## config.mk

```make
export PLATFORM = sky130hd
export DESIGN_NAME = echo_ranger
export DESIGN_NICKNAME = d
export VERILOG_FILES = /design/src/rtl/ranger_pkg.sv /design/src/rtl/sync_2ff.sv /design/src/rtl/echo_ranger.sv
export SDC_FILE = /design/constraint.sdc
export NUM_CORES = 1
export LEC_CHECK = 0
export ABC_AREA = 0
export BUFFER_PORTS_ARGS = -buffer_cell sky130_fd_sc_hd__buf_2
export CORE_MARGIN = 5
export CORE_UTILIZATION = 37
export DETAILED_ROUTE_END_ITERATION = 6
export GPL_TIMING_DRIVEN = 0
export PLACE_DENSITY = 0.53
export SLEW_MARGIN = 15
export SYNTH_ARGS = -nofsm -noshare
export SYNTH_HDL_FRONTEND = slang
export SYNTH_HIERARCHICAL = 1
export SYNTH_SLANG_ARGS = --single-unit
```

## constraint.sdc

```tcl
create_clock -name clk -period 5.5 [get_ports clk]
set_input_delay 1.1 -clock clk [delete_from_list [all_inputs] [get_ports clk]]
set_output_delay 1.1 -clock clk [all_outputs]
set_load 0.02 [all_outputs]
```

## src/rtl/ranger_pkg.sv

```systemverilog
// ranger_pkg: shared types and default timing for the echo_ranger ultrasonic front end.
// Holds the FSM state enum, the cycle-counter width and 100 MHz default timing constants.
// No ports; imported by echo_ranger.
package ranger_pkg;

  localparam int CYC_W         = 22;
  localparam int CYCLES_PER_CM = 5800;

  localparam int DEF_PERIOD_CYCLES = 6500000;  // 65 ms
  localparam int DEF_TRIG_CYCLES   = 1000;     // 10 us
  localparam int DEF_ECHO_TIMEOUT  = 3800000;  // 38 ms
  localparam int DEF_THRESH_CYCLES = 30 * CYCLES_PER_CM;
  localparam int DEF_HYST_CYCLES   = 5 * CYCLES_PER_CM;
  localparam int DEF_CONFIRM       = 3;

  typedef enum logic [2:0] {
    IDLE,
    TRIG,
    WAIT_ECHO,
    MEASURE,
    HOLD
  } ranger_state_t;

endpackage

```

## src/rtl/sync_2ff.sv

```systemverilog
// sync_2ff: two-flop synchronizer for a single asynchronous bit.
// Ports: clk (destination clock), d (async input), q (synchronized output, 2-cycle lag).
// The data path carries no reset so both flops can be placed as a plain synchronizer pair.
module sync_2ff (
  input  logic clk,
  input  logic d,
  output logic q
);

  logic meta_q;
  logic sync_q;

  always_ff @(posedge clk) begin
    meta_q <= d;
    sync_q <= meta_q;
  end

  assign q = sync_q;

endmodule

```

## src/rtl/echo_ranger.sv

```systemverilog
// echo_ranger: HC-SR04-class ranging front end; fires a periodic trigger, times the echo,
// and raises `detected` after CONFIRM consecutive in-range echoes.
// Ports: clk, reset (sync, active-high), echo (async pin) -> trig, detected, echo_cycles,
// valid, timeout. Optional hysteresis band on the miss decision: define ECHO_RANGER_HYST_EN.
module echo_ranger
  import ranger_pkg::*;
#(
  parameter int PERIOD_CYCLES = DEF_PERIOD_CYCLES,
  parameter int TRIG_CYCLES   = DEF_TRIG_CYCLES,
  parameter int ECHO_TIMEOUT  = DEF_ECHO_TIMEOUT,
  parameter int THRESH_CYCLES = DEF_THRESH_CYCLES,
  parameter int CONFIRM       = DEF_CONFIRM,
  parameter int HYST_CYCLES   = DEF_HYST_CYCLES
) (
  input  logic             clk,
  input  logic             reset,
  input  logic             echo,
  output logic             trig,
  output logic             detected,
  output logic [CYC_W-1:0] echo_cycles,
  output logic             valid,
  output logic             timeout
);

  localparam int PW  = $clog2(PERIOD_CYCLES);
  localparam int HCW = $clog2(CONFIRM + 1);

  localparam logic [PW-1:0]    PERIOD_LAST = PW'(PERIOD_CYCLES - 1);
  localparam logic [PW-1:0]    TRIG_END    = PW'(TRIG_CYCLES);
  localparam logic [PW-1:0]    TRIG_LAST   = PW'(TRIG_CYCLES - 1);
  localparam logic [CYC_W-1:0] TMO_LAST    = CYC_W'(ECHO_TIMEOUT - 1);
  localparam logic [CYC_W-1:0] TMO_VAL     = CYC_W'(ECHO_TIMEOUT);
  localparam logic [CYC_W-1:0] THRESH      = CYC_W'(THRESH_CYCLES);
  localparam logic [HCW-1:0]   HIT_MAX     = HCW'(CONFIRM);
`ifdef ECHO_RANGER_HYST_EN
  localparam logic [CYC_W-1:0] MISS_LIMIT  = CYC_W'(THRESH_CYCLES + HYST_CYCLES);
`endif

  // Parameter sanity: a full trigger + timeout must fit inside one period.
  if (PERIOD_CYCLES <= TRIG_CYCLES + ECHO_TIMEOUT + 4) begin : g_bad_period
    $error("echo_ranger: PERIOD_CYCLES too small for TRIG_CYCLES + ECHO_TIMEOUT");
  end
  if (CONFIRM < 1) begin : g_bad_confirm
    $error("echo_ranger: CONFIRM must be at least 1");
  end
  if (THRESH_CYCLES + HYST_CYCLES >= (1 << CYC_W)) begin : g_bad_thresh
    $error("echo_ranger: threshold plus hysteresis exceeds echo_cycles range");
  end

  logic echo_s;

  sync_2ff u_echo_sync (
    .clk (clk),
    .d   (echo),
    .q   (echo_s)
  );

  ranger_state_t    state_q, state_d;
  logic [PW-1:0]    pcnt_q, pcnt_d;
  logic [CYC_W-1:0] tcnt_q, tcnt_d;
  logic [CYC_W-1:0] ecnt_q, ecnt_d;
  logic [CYC_W-1:0] echo_cycles_q, echo_cycles_d;
  logic [HCW-1:0]   hit_cnt_q, hit_cnt_d;
  logic             valid_q, valid_d;
  logic             timeout_q, timeout_d;
  logic             trig_q, trig_d;
  logic             detected_q, detected_d;

  logic pcnt_wrap;
  logic tmo_hit;
  logic is_hit;
  logic is_miss;

  // IDLE holds pcnt at 0 so the first period starts aligned with TRIG entry.
  assign pcnt_wrap = (state_q != IDLE) && (pcnt_q == PERIOD_LAST);
  assign tmo_hit   = ((state_q == WAIT_ECHO) || (state_q == MEASURE)) && (tcnt_q == TMO_LAST);

  // State register
  always_ff @(posedge clk) begin
    if (reset) begin
      state_q       <= IDLE;
      pcnt_q        <= '0;
      tcnt_q        <= '0;
      ecnt_q        <= '0;
      echo_cycles_q <= '0;
      hit_cnt_q     <= '0;
      valid_q       <= 1'b0;
      timeout_q     <= 1'b0;
      trig_q        <= 1'b0;
      detected_q    <= 1'b0;
    end else begin
      state_q       <= state_d;
      pcnt_q        <= pcnt_d;
      tcnt_q        <= tcnt_d;
      ecnt_q        <= ecnt_d;
      echo_cycles_q <= echo_cycles_d;
      hit_cnt_q     <= hit_cnt_d;
      valid_q       <= valid_d;
      timeout_q     <= timeout_d;
      trig_q        <= trig_d;
      detected_q    <= detected_d;
    end
  end

  // Next-state logic; a period wrap outside HOLD aborts whatever is in flight.
  always_comb begin
    state_d = state_q;
    case (state_q)
      IDLE:      state_d = TRIG;
      TRIG:      if (pcnt_q == TRIG_LAST) state_d = WAIT_ECHO;
      WAIT_ECHO: begin
        if (tmo_hit)     state_d = HOLD;
        else if (echo_s) state_d = MEASURE;
      end
      MEASURE:   if (tmo_hit || !echo_s) state_d = HOLD;
      HOLD:      state_d = HOLD;
      default:   state_d = IDLE;
    endcase
    if (pcnt_wrap) state_d = TRIG;
  end

  // Counters, registered outputs and hit classification.
  always_comb begin
    pcnt_d        = (state_q == IDLE || pcnt_wrap) ? '0 : pcnt_q + PW'(1);
    tcnt_d        = tcnt_q;
    ecnt_d        = ecnt_q;
    echo_cycles_d = echo_cycles_q;
    valid_d       = 1'b0;
    timeout_d     = 1'b0;
    trig_d        = (state_q == TRIG) && (pcnt_q < TRIG_END);

    case (state_q)
      TRIG: begin
        tcnt_d = '0;
        ecnt_d = '0;
      end
      WAIT_ECHO: begin
        tcnt_d = tcnt_q + CYC_W'(1);
        // This cycle's echo_s=1 is the first counted sample.
        if (echo_s) ecnt_d = CYC_W'(1);
      end
      MEASURE: begin
        if (echo_s) begin
          tcnt_d = tcnt_q + CYC_W'(1);
          ecnt_d = ecnt_q + CYC_W'(1);
        end
      end
      default: ;
    endcase

    // Timeout takes priority over a simultaneous echo fall; a wrap suppresses both.
    if (!pcnt_wrap) begin
      if (tmo_hit) begin
        valid_d       = 1'b1;
        timeout_d     = 1'b1;
        echo_cycles_d = TMO_VAL;
      end else if (state_q == MEASURE && !echo_s) begin
        valid_d       = 1'b1;
        echo_cycles_d = ecnt_q;
      end
    end

    is_hit = !timeout_d && (echo_cycles_d < THRESH);
`ifdef ECHO_RANGER_HYST_EN
    // Echoes inside the hysteresis band are neither hit nor miss.
    is_miss = timeout_d || (echo_cycles_d >= MISS_LIMIT);
`else
    is_miss = !is_hit;
`endif

    hit_cnt_d = hit_cnt_q;
    if (valid_d) begin
      if (is_hit) begin
        if (hit_cnt_q != HIT_MAX) hit_cnt_d = hit_cnt_q + HCW'(1);
      end else if (is_miss) begin
        hit_cnt_d = '0;
      end
    end
    detected_d = (hit_cnt_d == HIT_MAX);
  end

  assign trig        = trig_q;
  assign detected    = detected_q;
  assign echo_cycles = echo_cycles_q;
  assign valid       = valid_q;
  assign timeout     = timeout_q;

endmodule

```

; ---- Word level (Yosys, flattened, before mapping)
; Cells that the tools add are included.
[word_totals]
regBits = 100
input_bits = 3
output_inout_bits = 26
word_cells = 77
[classes]
n_addsub = 4
n_lt_le_gt_ge = 2
eq_ne = 17
n_mux = 22
reduce_logical = 19
[ops]
columns = op, n
row1 = $mux 22, 6
row2 = $pmux 22 s3, 2
row3 = $add 22x1->22 const B, 2
row4 = $add 23x1->23 const B, 1
row5 = $eq 23x10->1 const B, 1
row6 = $eq 23x23->1 const B, 1
row7 = $lt 23x10->1 const B, 1
row8 = $eq 22x22->1 const B, 1
row9 = $lt 22x18->1 const B, 1
row10 = $pmux 3 s5, 1
row11 = $mux 3, 4
row12 = $reduce_and 3->1, 3
row13 = $eq 3x2->1 const B, 2
row14 = $mux 1, 6
row15 = $mux 2, 3
row16 = $ne 2x2->1 const B, 3
row17 = $ne 3x3->1 const B, 2
row18 = $reduce_bool 3->1, 2
row19 = $logic_and 1x1->1, 5
row20 = $ne 2x1->1 const B, 2
row21 = $ne 4x3->1 const B, 1
row22 = $reduce_or 2->1, 2
row23 = $eq 3x1->1 const B, 1
row24 = $eq 3x3->1 const B, 1
row25 = other kinds (7), 10

; ---- Logic depth before layout (Yosys ltp)
[depth]
depth_word = 10
depth_mapped = 12
depth_no_buf = 10

; ---- Hierarchy
; The synthesis kept the hierarchy.
[by_module_without_submodules]
columns = mod, instances, cells_per_inst, area_each_um2, seq_area_each_um2
row1 = echo_ranger, 1, 519, 4454.3, 1961.9
row2 = sync_2ff, 1, 2, 40.0, 40.0

; ---- Worst setup path after synthesis
; OpenSTA, ideal clock, no wires.
[synth_timing]
kind = reg-to-reg
start = reg pcnt_q[12]
end = reg hit_cnt_q[0]
setup_ns = 0.123
arrival_ns = 2.781
required_ns = 5.377
slack_ns = 2.597
path_stages_with_launch = 11
path_buffers = 1
period_less_slack_ns = 2.903
path_cell_list = dfxtp_1 -> or4_4 -> or4_4 -> or2_4 -> buf_6 -> o22a_2 -> a221oi_2 -> nor3b_2 -> a31oi_1 -> o211ai_2 -> nor3_1
[synth_between]
elab_chain_len = 7
word_cells_on_any_way = 10
classes_between = 1 x order compare / 1 x eq/ne / 5 x mux / 3 x reduce/logical
[synth_rtl]
columns = item, line
row1 = "start, declared", echo_ranger.sv:59  ; logic [PW-1:0] pcnt_q, pcnt_d;
row2 = "start signal, assigned", echo_ranger.sv:93  ; pcnt_q <= pcnt_d;
row3 = $eq 23x23->1 (*), echo_ranger.sv:75  ; assign pcnt_wrap = (state_q != IDLE) && (pcnt_q == PERIOD_LAST);
row4 = $logic_and 1x1->1 (*), echo_ranger.sv:75
row5 = $mux 22 or $mux 1 (tied branches), echo_ranger.sv:152  ; if (!pcnt_wrap) begin
row6 = $lt 22x18->1 or $logic_not 1->1 (tied branches), echo_ranger.sv:163  ; is_hit = !timeout_d && (echo_cycles_d < THRESH);
row7 = $logic_and 1x1->1, echo_ranger.sv:163
row8 = $mux 2, echo_ranger.sv:173  ; if (is_hit) begin
row9 = $mux 2 (*), echo_ranger.sv:172  ; if (valid_d) begin
row10 = "end signal, assigned", echo_ranger.sv:97  ; hit_cnt_q <= hit_cnt_d;
row11 = "end, declared", echo_ranger.sv:63  ; logic [HCW-1:0] hit_cnt_q, hit_cnt_d;
; Mark *: on every way between the ends. The rest lies on a longest branch, timed or not.
; A chain may end at the register's enable or synchronous reset.

; ---- Final worst setup path
; Ends and elaborated chain as after synthesis.

==> out/metrics.csv <==
metric,value,unit
p_seq_frac,0.520,
synthArstFlopShare,0,
syn_area_per_cell,8.626,um2
grt_pass1_vias,3615,
clk_path_buf_depth,2,
p_clk_frac,0.462,
syn_nets,527,
ctsResizeCount,0,
finalHoldViolations,0,
area_growth,13.98,%
dr_total_vias,3773,
setup_ws,2.171,ns
rsz0062_at_grt,no,
hp-class,flip-flop to flip-flop,
drtIter0Drc,199,
num-fill-cells,1239,
io_buffers,28,
synth.most_common_cell,dfxtp_1,
post_drt_wl_per_cell,15.04,um
route.met3.wl,369,um
place_hpwl,7.844,mm
die_w,120.2,um
final_core_utilization,0.4282,
drt_wl_total,10.71,mm
dp_worst_setup_slack,2.170,ns
io_pins,29,
drtPass1Iterations,4,
crit_fanout,10,
synth_warnings,6,
drive_gt1_frac,0.1274,
power.share.combinational,0.018,
vdd_ir_drop_max,0.1923,mV
synthTopCellsByCount,"100 x dfxtp_1, 98 x nor2_1, 35 x xor2_1, 34 x nand2_1, 29 x nand3_1",
yosysSeqAreaShare,0.4454,
place_congestion,0.8112,
antenna_left,0,
met1_length,5.507,mm
synth_top_area_share,0.4454,
syn_inst,521,
status,"finished, final reports clean",
grt_pass1_wl,17.95,mm
finalSetupTns,0,ns
powerDensity,273.6,nW/um2
grt_max_degree,16,
synth-seq-cells,100,
antenna_cells,0,
fmax,0.3004,GHz
min_period,3.329,ns
routed-wl-met2,4.769,mm
cts_buffers,9,
viasPerCell,5.299,
slew_violations,0,
fp-row-count,40,
grt_use_total,0.1549,
drc,0,
place_area,4818,um2
finalInstanceArea,5122,um2
setup.worst_path.start_class,flip-flop,
cts_max_level,3,
synth_edf_count,0,
fin_skew,0.008911,ns
finalCritPeriodShare,0.6052,
drv_cap,0,
cts_tree,yes,
post-synth-top-area-cell,dfxtp_1,
fp.dieH,120.2,um
path_class,flip-flop to flip-flop,
worstSkewPairLatency,0.35,ns
synthTopCellsByArea,"dfxtp_1 45%, nor2_1 8.2%, xor2_1 6.8%, nand3_1 3.2%, xnor2_1 2.9%",
highest_layer,met4,
yosys_most_used_dff,dfxtp_1,
switching_share,0.2094,
cts_setup_buffers,0,
power.internal,1.108,mW
yosysUniqueCellTypes,62,
dieArea,14450,um2
worstPathArrival,3.60,ns
power_leakage,1.795,nW
cts_root_buffer,clkbuf_16,
netlist_area,4494,um2
core-area,11960,um2
required,5.77,ns
start_util,0.3757,
layout.nets,566,
cts_sinks,100,
hold_buffers,0,
slew_headroom,0.4712,
grt_overflow_total,0,
antenna_found_initial,0,
clkTransAtPathRegs,0.07,ns
power.switching,0.2936,mW
power,1.402,mW
setup_violations,0,
cp-end-kind,flip-flop,
worst_slew_pin_slew,0.7890,ns
==> state kept, by name, indices dropped and copies added, names as in the netlist <==
signal and count:
echo_cycles 22, pcnt_q 23, state_q 3, detected 1, valid 1, tcnt_q 22, ecnt_q 22, u_echo_sync/q 1
u_echo_sync/meta_q 1, hit_cnt_q 2, trig 1, timeout 1
==> layout make-up <==
type	count	area (um2)	share of cell area
repair buffers	28	140.1	0.02736
clock inverters	4	47.55	0.009282
plain buffers	18	92.59	0.01808
clock buffers	12	256.5	0.05007
well taps	147	183.9	0.03591
multi-input cells	391	2355	0.4597
flip-flops and latches	100	2002	0.3908
inverters	12	45.04	0.008793
==> per-stage QoR <==
stage	hold slack [ns]	instances
after global routing	0.3663	712
after detailed placement	0.3382	696
after CTS	0.3518	712
after floorplan	0.3096	521
final	0.3476	712
after global placement	0.3394	696
==> cell usage in the layout (no fill, tap or decap), drive strengths merged, types with 7 or more instances in the layout <==
master,netlist,final
a21oi,18,18
dfxtp,100,100
nor4,9,9
xor2,35,35
and3,11,11
nand2b,7,7
xnor2,15,15
or3,14,14
nand4,13,13
nand2,35,35
nor2,98,98
inv,12,12
nor3,13,13
clkbuf,16,28
o21ai,17,17
buf,2,30
a22oi,10,10
o22ai,9,9
nand3,29,29
==> critical path, cell delays in order (launching register included) <==
cell      delay, ns
dfxtp_1        0.35
or4_4          0.55
or4_4          0.53
nor2_1         0.49
nor3_2         0.26
a22oi_1        0.34
o311ai_1       0.17
a31oi_1        0.19
o211ai_2       0.13
nor3_1         0.21
==> worst paths after layout <==
path	startpoint	cells after the start	slack, ns	end
max	pcnt_q[12]	9	2.17	hit_cnt_q[0]
min	u_echo_sync/meta_q	0	0.35	u_echo_sync/q
max reg2reg	pcnt_q[12]	9	2.17	hit_cnt_q[0]
min reg2reg	u_echo_sync/meta_q	0	0.35	u_echo_sync/q
==> power by group through the flow <==
stage	Combinational, mW	Sequential (mW)	Clock [mW]
after global routing	0.0284	0.728	0.701
after global placement	0.0257	0.745	0
after floorplan	0.0157	0.745	0
final	0.0253	0.728	0.648
after CTS	0.0260	0.728	0.672
after detailed placement	0.0259	0.745	0
==> cell families after synthesis <==
logic type / share of synthesized area
AND/OR/NAND/NOR: 0.2973
flip-flops: 0.4454
AO/OA/AOI/OAI: 0.1094
XOR/XNOR: 0.09744
buffers and inverters: 0.03062
multiplexers: 0.01141
adder cells (fa/ha/maj): 0.008353
==> routing by layer <==
metal,vias up,global-route usage
met1,1802,0.2129
met3,4,0.04724
li1,1914,-
met2,53,0.2388
met4,0,0.03824
met5,-,0
Power figures use the tool's default switching activity.
